**src/rtl/dm_port_arbiter_pkg.sv**
```systemverilog
// Constants shared by the data-memory port arbiter, the data memory and the controller:
// owner tag encodings, access width codes and the starvation counter width.
package dm_port_arbiter_pkg;

    typedef enum logic [1:0] {
        OWN_NONE = 2'd0,
        OWN_CPU  = 2'd1,
        OWN_DBG  = 2'd2
    } owner_e;

    localparam logic [1:0] WIDTH_BYTE = 2'd0;
    localparam logic [1:0] WIDTH_HALF = 2'd1;
    localparam logic [1:0] WIDTH_WORD = 2'd2;

    // Wide enough for the largest allowed STARVE_LIMIT (15)
    localparam int CNT_W = 4;

    function automatic logic word_aligned(input logic [1:0] lsb);
        return lsb == 2'b00;
    endfunction

endpackage

```
**src/rtl/dm_port_arbiter_starve_counter.sv**
```systemverilog
// Saturating wait counter: counts consecutive cycles a requester was passed over
// and flags when it has reached LIMIT.
module dm_port_arbiter_starve_counter #(
    parameter int LIMIT = 4,
    parameter int W     = 4
) (
    input  logic         clk,
    input  logic         rst_n,
    input  logic         inc,
    input  logic         clr,
    output logic [W-1:0] cnt,
    output logic         at_limit
);

    localparam logic [W-1:0] LIM = W'(LIMIT);

    assign at_limit = (cnt == LIM);

    // Clear has priority so a grant in a waiting cycle restarts the count
    always_ff @(posedge clk) begin
        if (!rst_n)
            cnt <= '0;
        else if (clr)
            cnt <= '0;
        else if (inc && !at_limit)
            cnt <= cnt + 1'b1;
    end

endmodule

```
**src/rtl/dm_port_arbiter.sv**
```systemverilog
// Single data-memory port shared by the memory stage (fixed priority) and a debug/loader
// port; starvation forcing gives DBG a slot, and a registered owner tag routes read data.
module dm_port_arbiter
    import dm_port_arbiter_pkg::*;
#(
    parameter int STARVE_LIMIT = 4,
    parameter int ADDR_W       = 32
) (
    input  logic              clk,
    input  logic              rst_n,
    input  logic              cpu_req,
    input  logic              cpu_we,
    input  logic [ADDR_W-1:0] cpu_addr,
    input  logic [31:0]       cpu_wd,
    input  logic [1:0]        cpu_width,
    input  logic              cpu_extend,
    output logic              cpu_stall,
    output logic              cpu_rvalid,
    output logic [31:0]       cpu_rd,
    input  logic              dbg_req,
    input  logic              dbg_we,
    input  logic [ADDR_W-1:0] dbg_addr,
    input  logic [31:0]       dbg_wd,
    output logic              dbg_gnt,
    output logic              dbg_err,
    output logic              dbg_rvalid,
    output logic [31:0]       dbg_rd,
    output logic              mem_en,
    output logic              mem_we,
    output logic [ADDR_W-1:0] mem_addr,
    output logic [31:0]       mem_wd,
    output logic [1:0]        mem_width,
    output logic              mem_extend,
    input  logic [31:0]       mem_rd
);

    typedef struct packed {
        logic              we;
        logic [ADDR_W-1:0] addr;
        logic [31:0]       wd;
        logic [1:0]        width;
        logic              extend;
    } mem_req_t;

    logic [CNT_W-1:0] starve_cnt;
    logic             at_limit;
    logic             force_dbg;
    logic             dbg_misalign;
    logic             grant_cpu;
    logic             grant_dbg;
    mem_req_t         cpu_r;
    mem_req_t         dbg_r;
    mem_req_t         sel;
    owner_e           owner;
    owner_e           owner_nxt;

    assign cpu_r = '{we: cpu_we, addr: cpu_addr, wd: cpu_wd, width: cpu_width, extend: cpu_extend};
    assign dbg_r = '{we: dbg_we, addr: dbg_addr, wd: dbg_wd, width: WIDTH_WORD, extend: 1'b0};

    assign force_dbg    = at_limit && dbg_req;
    assign dbg_misalign = !word_aligned(dbg_addr[1:0]);

    // Grants are held off entirely during reset so every output reads 0
    always_comb begin
        grant_cpu = 1'b0;
        grant_dbg = 1'b0;
        if (rst_n) begin
            if (force_dbg)
                grant_dbg = 1'b1;
            else if (cpu_req)
                grant_cpu = 1'b1;
            else if (dbg_req)
                grant_dbg = 1'b1;
        end
    end

    // A misaligned DBG grant consumes the request but never reaches memory
    always_comb begin
        sel    = '0;
        mem_en = 1'b0;
        if (grant_cpu) begin
            sel    = cpu_r;
            mem_en = 1'b1;
        end else if (grant_dbg && !dbg_misalign) begin
            sel    = dbg_r;
            mem_en = 1'b1;
        end
    end

    assign mem_we     = sel.we;
    assign mem_addr   = sel.addr;
    assign mem_wd     = sel.wd;
    assign mem_width  = sel.width;
    assign mem_extend = sel.extend;

    assign cpu_stall = rst_n && cpu_req && !grant_cpu;
    assign dbg_gnt   = grant_dbg;
    assign dbg_err   = grant_dbg && dbg_misalign;

    dm_port_arbiter_starve_counter #(
        .LIMIT (STARVE_LIMIT),
        .W     (CNT_W)
    ) u_starve (
        .clk      (clk),
        .rst_n    (rst_n),
        .inc      (dbg_req && !dbg_gnt),
        .clr      (dbg_gnt || !dbg_req),
        .cnt      (starve_cnt),
        .at_limit (at_limit)
    );

    // Every cycle is tagged on its own, so back-to-back reads stream one response per cycle
    always_comb begin
        owner_nxt = OWN_NONE;
        if (mem_en && !mem_we)
            owner_nxt = grant_cpu ? OWN_CPU : OWN_DBG;
    end

    always_ff @(posedge clk) begin
        if (!rst_n)
            owner <= OWN_NONE;
        else
            owner <= owner_nxt;
    end

    // Gating with rst_n drops a read whose response would land in a reset cycle
    assign cpu_rvalid = rst_n && (owner == OWN_CPU);
    assign dbg_rvalid = rst_n && (owner == OWN_DBG);
    assign cpu_rd     = cpu_rvalid ? mem_rd : 32'h0;
    assign dbg_rd     = dbg_rvalid ? mem_rd : 32'h0;

endmodule

```
**config.mk**
```make
export PLATFORM = sky130hd
export DESIGN_NAME = dm_port_arbiter
export DESIGN_NICKNAME = d
export VERILOG_FILES = /design/src/rtl/dm_port_arbiter_pkg.sv /design/src/rtl/dm_port_arbiter_starve_counter.sv /design/src/rtl/dm_port_arbiter.sv
export SDC_FILE = /design/constraint.sdc
export NUM_CORES = 1
export LEC_CHECK = 0
export BUFFER_PORTS_ARGS = -buffer_cell sky130_fd_sc_hd__buf_2
export CORE_AREA = 2 2 119 121
export CTS_BUF_LIST = sky130_fd_sc_hd__clkbuf_16
export CTS_CLUSTER_SIZE = 20
export DETAILED_ROUTE_END_ITERATION = 6
export DIE_AREA = 0 0 121 123
export GPL_TIMING_DRIVEN = 0
export HOLD_SLACK_MARGIN = 0.08
export SLEW_MARGIN = 30
export SYNTH_ARGS = -nofsm -noshare
export SYNTH_HDL_FRONTEND = slang
export SYNTH_HIERARCHICAL = 1
export SYNTH_SLANG_ARGS = --single-unit
export TNS_END_PERCENT = 50
```
**constraint.sdc**
```tcl
create_clock -name clk -period 2.25 [get_ports clk]
set_input_delay 0.45 -clock clk [delete_from_list [all_inputs] [get_ports clk]]
set_output_delay 0.45 -clock clk [all_outputs]
set_load 0.03 [all_outputs]
```
After elaboration in Yosys (flattened, before gate mapping)
Cells that the tools add are included.

Add/sub/neg operators: 1. Equality and inequality tests: 3. Mux-type cells: 14. Bitwise gates (word level): 1. Reduce and logical (&&, ||, !) cells: 20.

Operator list (count): $mux W68 (2); $mux W32 (2); $logic_and A1 B1 Y1 (10); $mux W1 (9); $logic_not A1 Y1 (6); $add A4 B1 Y4 const B (1); $eq A4 B3 Y1 const B (1); $eq A2 B1 Y1 const B (1); $eq A2 B2 Y1 const B (1); $logic_not A2 Y1 (1); $mux W2 (1); $reduce_and A2 Y1 (1); $reduce_or A2 Y1 (1); $logic_or A1 B1 Y1 (1); $not A1 Y1 (1).

Flip-flop bits (word level): 6. Output and inout port bits: 138. Logic and storage cells: 41.

Depth between registers and ports, before layout
Gate-level depths: netlist of run 1.

Depth after elaboration: 10. Mapped depth: 10.

Modules after synthesis
The synthesis of run 1 kept the hierarchy.

By module, submodules not included: dm_port_arbiter (instances 1, cells each 173, area an instance 1251.2 um^2); dm_port_arbiter_starve_counter (instances 1, cells each 26, area an instance 203.9 um^2).

Worst setup path before layout of run 1
OpenSTA, ideal clock, no wires.

Path type: register to output. Start point: register u_starve.cnt[0]. End point: output mem_addr[10]. Arrival time: 1.676 ns. Slack: 0.124 ns. Cell stages (with the launch flop): 10. Path buffers: 2. Cells stage by stage: dfxtp_1 > inv_1 > ha_1 > nand3b_1 > inv_1 > inv_1 > a211oi_2 > buf_4 > buf_6 > a22o_1.

Cells in the longest elaborated chain, start to end: 7. Elaborated cells on any way between the ends: 9. Classes of those cells: eq/ne (1); mux (6); reduce/logical (2).

Ends and longest elaborated chain: start: declaration (RTL line dm_port_arbiter_starve_counter.sv:11) `output logic [W-1:0] cnt,`; start signal: assignment (RTL line dm_port_arbiter_starve_counter.sv:26) `cnt <= cnt + 1'b1;`; $eq A4 B3 Y1 * (RTL line dm_port_arbiter_starve_counter.sv:17) `assign at_limit = (cnt == LIM);`; net at_limit (RTL line dm_port_arbiter.sv:46) `logic at_limit;`; $logic_and A1 B1 Y1 * (RTL line dm_port_arbiter.sv:60) `assign force_dbg = at_limit && dbg_req;`; $mux W1 (RTL line dm_port_arbiter.sv:68) `if (force_dbg)`; $mux W1 (RTL line dm_port_arbiter.sv:67) `if (rst_n) begin`; $logic_and A1 B1 Y1 (RTL line dm_port_arbiter.sv:84) `end else if (grant_dbg && !dbg_misalign) begin`; $mux W68 (RTL line dm_port_arbiter.sv:84); $mux W68 * (RTL line dm_port_arbiter.sv:81) `if (grant_cpu) begin`; end: declaration (RTL line dm_port_arbiter.sv:30) `output logic [ADDR_W-1:0] mem_addr,`.

The timed path passes the listed nets; every way through them passes the cells marked *.

Worst setup path after layout of run 1
Start point: register u_starve.cnt[0]. End point: output mem_wd[23].

Cells in the longest elaborated chain, start to end: 7. Elaborated cells on any way between the ends: 9. Classes of those cells: eq/ne (1); mux (6); reduce/logical (2).

Ends and longest elaborated chain: $eq A4 B3 Y1 * (RTL line dm_port_arbiter_starve_counter.sv:17); net at_limit (RTL line dm_port_arbiter.sv:46); $logic_and A1 B1 Y1 * (RTL line dm_port_arbiter.sv:60); $mux W1 (RTL line dm_port_arbiter.sv:68); $mux W1 (RTL line dm_port_arbiter.sv:67); $logic_and A1 B1 Y1 (RTL line dm_port_arbiter.sv:84); $mux W68 (RTL line dm_port_arbiter.sv:84); $mux W68 * (RTL line dm_port_arbiter.sv:81); end: declaration (RTL line dm_port_arbiter.sv:31) `output logic [31:0] mem_wd,`.

Marked as above.

==> flow_summary.ini, run 1 <==
[sta]
tightestPinTransition_ns = 0.345
period_needed_ns = 2.44
finalClockSkew_ns = 0.00304
rsz0062_at_grt = true
setup_viol = 70
setup_slack_ns = -0.195
max_slew_margin = 0.770
fmax_ghz = 0.409
slew_violations = 0
fin_tns_setup_ns = -9.65
hold_viol = 0
whs_ns = 0.456
post-route-period-util = 1.09

[final_layout]
fill_cells = 1460
area_growth_pct = 203
finalNetCount = 717
drive_above_1_share = 0.713
layout_common_cells = buf_2 (238), buf_6 (87), and2_1 (66)
final_area_mm2 = 0.00440
diodes = 0
final_common_cell = buf_2

[clock_network]
hold_buffers = 0
htreeDepth = 1
clk_latency_ns = 0.22
numCtsBuffers = 3
clock-root-buffer = clkbuf_16
clock_sinks = 6
cts_tree = yes
cts_buffer_depth = 2
clk_pin_slew_worst_paths_ns = 0.03

[worst_setup_path]
slowest_stage = dfxtp_2
worst-setup-path-type = reg2out
end_kind = output port
critPathBufInv = 7
cp_common_cell = inv_2
critPathRequiredTime_ns = 1.80
slowest_delay_ns = 0.31
crit_arrival_ns = 1.99
critical_path.top_delay_family = buffers and inverters
r2r_setup_slack_ns = -0.09
crit_fanout = 8
path_cells = inv_2 > ha_4 > nand3b_1 > inv_2 > inv_2 > a211oi_4 > buf_6 > buf_12 > clkbuf_16 > a22o_1 > buf_6
crit_path_start_kind = flop

[die]
die_w_um = 121
core_area_mm2 = 0.0136
die-area_mm2 = 0.0149
initial_utilization = 0.107
die_h_um = 123
io_pins = 307
rows = 43

[synth]
synthCells = 199
yosysWarnings = 6
syn-num-nets = 370
ys_types = 25
syn_avg_cell_area_um2 = 7.31
ys_ff_latch = 6
ys_seq_area_frac = 0.0825
synth.cell_area_mm2 = 0.00146

[detailed_routing]
drt_iter0_markers = 61
drt_first_pass_iters = 4
antenna_left = 0
wirelength_um = 11000
drc_errors = 0
viasPerCell = 4.05
vias = 2929
wire_per_inst_um = 15.3

[grt]
antenna_found_initial = 1
grt_pass1_wl_um = 15000
grt_util_all_layers = 0.131
grt_max_degree = 11
grt_pass1_vias = 2809
grt_overflow = 0

[power_and_ir_drop]
vdd_drop_max_uv = 152
power_density_mw_per_mm2 = 233
power.leakage_uw = 0.00249

[min_path]
min_path_type = reg2reg

[placement]
place_ws_ns = -0.770
post-dp-hpwl_um = 8650
port-buffer-count = 306
place.gp.congestion = 0.785
dpl-instance-area_mm2 = 0.00321

[status]
violations = setup timing
outcome = finished with violations

[flow_run]
max_cap_viol_count = 0
-- per-stage QoR --
step                utilization  std cells  total power, µW
CTS                       0.314        719             1020
floorplan                     -        199              352
detailed placement        0.236        685              599
global route              0.323        724             1080
global placement          0.236        685              596
finish                    0.323        724             1030
-- power breakdown --
part / total, µW / internal (µW) / switching (µW) / leakage (µW)
Clock: 282 / 228 / 54.1 / 0.0000370
Sequential: 110 / 109 / 0.965 / 0.0000495
Combinational: 634 / 322 / 312 / 0.00240
-- timing repair --
| item | in CTS | in global routing |
|---|---|---|
| gates cloned | 4 | 1 |
| gates resized for setup | 200 | 26 |
| buffers inserted | 28 | 5 |
| pin swaps | 14 | 27 |
| setup endpoints to repair | 79 | 89 |
-- synthesized netlist by cell type --
cell | number | area share
o21ai_0 | 2 | 0.0069
dfxtp_1 | 6 | 0.083
or2_1 | 1 | 0.0043
buf_6 | 4 | 0.031
nand2_1 | 6 | 0.015
or2_2 | 1 | 0.0043
nand2b_1 | 1 | 0.0043
nand3_1 | 3 | 0.010
a211oi_2 | 1 | 0.0086
and3b_1 | 3 | 0.018
nor3_1 | 1 | 0.0034
a21oi_1 | 4 | 0.014
clkbuf_1 | 12 | 0.031
inv_1 | 6 | 0.015
a22o_1 | 63 | 0.38
a21oi_2 | 1 | 0.0060
nand3b_1 | 1 | 0.0052
nor2_1 | 3 | 0.0077
and2_1 | 70 | 0.30
buf_2 | 3 | 0.010
nand4_1 | 1 | 0.0043
ha_1 | 2 | 0.017
or3_1 | 1 | 0.0043
buf_4 | 1 | 0.0052
a21o_1 | 2 | 0.010
-- cell type report --
cell class                      count  area, µm²  area share
Tap cell                          180        225      0.0512
Clock buffer                        3       75.1      0.0171
Inverter                            6       22.5     0.00512
Sequential cell                     6        123      0.0278
Buffer                             19        219      0.0497
Multi-Input combinational cell    167       1330       0.302
Timing Repair Buffer              343       2410       0.548
-- per-layer routing --
layer | vias to the layer above | share of wire | track usage | routed length (µm)
met5 | - | 0.0014 | 0 | 16
met4 | 2 | 0.0042 | 0.0138 | 46
met3 | 6 | 0.081 | 0.0161 | 894
met2 | 193 | 0.54 | 0.259 | 5950
met1 | 1307 | 0.37 | 0.153 | 4130
li1 | 1421 | - | - | -
-- logic make-up after synthesis --
logic type / after synthesis / share of synthesized area
simple gates: 92 / 0.383
fa+ha+maj: 2 / 0.0172
compound gates: 73 / 0.425
flops: 6 / 0.0825
buf+inv: 26 / 0.0929
-- registers in the layout, summed over array words and instances (netlist names) --
name / count
u_starve/cnt: 4
owner: 2
-- final timing paths --
check	cells after the start	from	end
hold reg to reg	2	u_starve/cnt[3]	u_starve/cnt[3]
setup / recovery	11	u_starve/cnt[0]	mem_wd[23]
hold / removal	2	u_starve/cnt[3]	u_starve/cnt[3]
setup reg to reg	19	u_starve/cnt[0]	u_starve/cnt[0]
-- worst reg2reg max path, stage by stage (launching register included) --
cell and delay (ns):
dfxtp_2 0.31, inv_2 0.07, ha_4 0.13, nand3b_1 0.12
buf_4 0.16, buf_6 0.10, buf_6 0.10, buf_6 0.10
buf_6 0.10, buf_6 0.10, buf_6 0.10, buf_6 0.10
buf_6 0.10, buf_6 0.10, buf_6 0.10, buf_6 0.10
buf_6 0.10, buf_6 0.11, nand3_2 0.05, a21oi_2 0.05
(Power assumes the default switching activity.)
==> inputs of run 2 (changes only) <==
BUFFER_PORTS_ARGS = unset   (was -buffer_cell sky130_fd_sc_hd__buf_2)
CORE_AREA = 2 2 118 120   (was 2 2 119 121)
DIE_AREA = 0 0 120 122   (was 0 0 121 123)
DONT_BUFFER_PORTS = 1   (was unset)
==> flow_summary.ini, run 2 (synthesis gave the netlist of run 1 again) <==
[sta]
setup_slack_ns = -0.174
slew_violations = 0
rsz0062_at_grt = true
tightestPinTransition_ns = 0.548
whs_ns = 0.388
fin_tns_setup_ns = -7.31
finalClockSkew_ns = 0.00198
post-route-period-util = 1.08
period_needed_ns = 2.42
fmax_ghz = 0.412
setup_viol = 65
hold_viol = 0
max_slew_margin = 0.633

[detailed_routing]
antenna_left = 0
viasPerCell = 4.63
wirelength_um = 10800
drc_errors = 0
drt_first_pass_iters = 4
wire_per_inst_um = 26.7
vias = 1866
drt_iter0_markers = 64

[grt]
grt_pass1_wl_um = 13400
grt_overflow = 0
grt_util_all_layers = 0.129
antenna_found_initial = 1
grt_max_degree = 11
grt_pass1_vias = 1940

[final_layout]
area_growth_pct = 92.1
top_register = u_starve/cnt
largest_reg_flops = 4
seq_area_um2 = 123
finalNetCount = 396
layout_common_cells = and2_1 (65), a22o_4 (63), buf_4 (11)
final_area_mm2 = 0.00280
finalNonFillerCells = 403
diodes = 0
fill_cells = 1460
drive_above_1_share = 0.543
final_common_cell = and2_1
top_regs = u_starve/cnt: 4 flops, owner: 2 flops
multi_input_area_mm2 = 0.00180

[die]
rows = 43
die_h_um = 122
die-area_mm2 = 0.0146
io_pins = 307
die_w_um = 120
initial_utilization = 0.108
core_area_mm2 = 0.0135

[worst_setup_path]
r2r_setup_slack_ns = 0.26
path_cells = inv_2 > ha_4 > nand3b_1 > inv_2 > inv_2 > a211oi_4 > buf_6 > buf_12 > buf_8 > clkbuf_16 > a22o_4
slowest_stage = dfxtp_2
end_kind = output port
worst-setup-path-type = reg2out
slowest_delay_ns = 0.32
crit_arrival_ns = 1.97
critPathRequiredTime_ns = 1.80
cp_common_cell = inv_2
crit_path_start_kind = flop
crit_fanout = 5

[placement]
place.gp.congestion = 0.828
port-buffer-count = 0
placed_cells = 379
dpl-instance-area_mm2 = 0.00168
post-dp-hpwl_um = 8460

[flow_run]
max_cap_viol_count = 0

[power_and_ir_drop]
power_density_mw_per_mm2 = 289
vdd_drop_max_uv = 197
power_uw = 808
power.leakage_uw = 0.00124

[clock_network]
cts_tree = yes
numCtsBuffers = 3
htreeDepth = 1
clock-root-buffer = clkbuf_16
clk_latency_ns = 0.23
cts_buffer_depth = 2
clk_pin_slew_worst_paths_ns = 0.04
clock_sinks = 6
hold_buffers = 0

[min_path]
min_path_type = in2reg

[status]
violations = setup timing
outcome = finished with violations
## run 2: cell types whose count changed in the layout (fill, tap and decap cells not counted), sizes merged
cell,before,now
buf,351,29
clkbuf,14,15
## run 2: metal layers
layer  GRT usage  share of wire
met4      0.0301          0.018
met5           0         0.0012
met2       0.252           0.53
met1       0.146           0.36
met3      0.0201          0.085
## run 2: final cells by class
type,instances,share of cell area
Tap cell,180,0.0806
Clock buffer,3,0.0269
Timing Repair Buffer,23,0.118
Buffer,18,0.0770
Sequential cell,6,0.0439
Multi-Input combinational cell,167,0.645
Inverter,6,0.00806
## run 2: worst paths after layout
path                         from         endpoint  depth (start not counted)
hold / removal              rst_n         owner[0]                          1
hold reg to reg   u_starve/cnt[3]  u_starve/cnt[3]                          2
setup / recovery  u_starve/cnt[1]       mem_wd[17]                         11
setup reg to reg  u_starve/cnt[1]  u_starve/cnt[3]                         11
## run 2: metrics by stage
step,worst slack (ns),utilization
6_report,-0.174,0.207
5_1_grt,-0.233,0.207
4_1_cts,-0.194,0.205
3_5_place_dp,-0.705,0.124
3_3_place_gp,-0.687,0.124
2_1_floorplan,0.124,-
## run 2: power by group
| part | internal (µW) | total (µW) | switching [µW] |
|---|---|---|---|
| Clock | 228 | 289 | 61.0 |
| Combinational | 166 | 408 | 243 |
| Sequential | 109 | 110 | 1.05 |
## run 2: what timing repair did
action,CTS,global route
gates resized for setup,195,12
gates cloned,4,2
setup endpoints to repair,89,89
pin swaps,12,17
setup buffers,18,3
## run 2: worst max-delay path, delay by kind of cell (launching register included)
family                     cells  cell delay, ns
AOI/OAI and AO/OA              2            0.37
adders and majority gates      1            0.13
buffers and inverters          7            0.79
DFF                            1            0.32
and+or+nand+nor                1            0.13
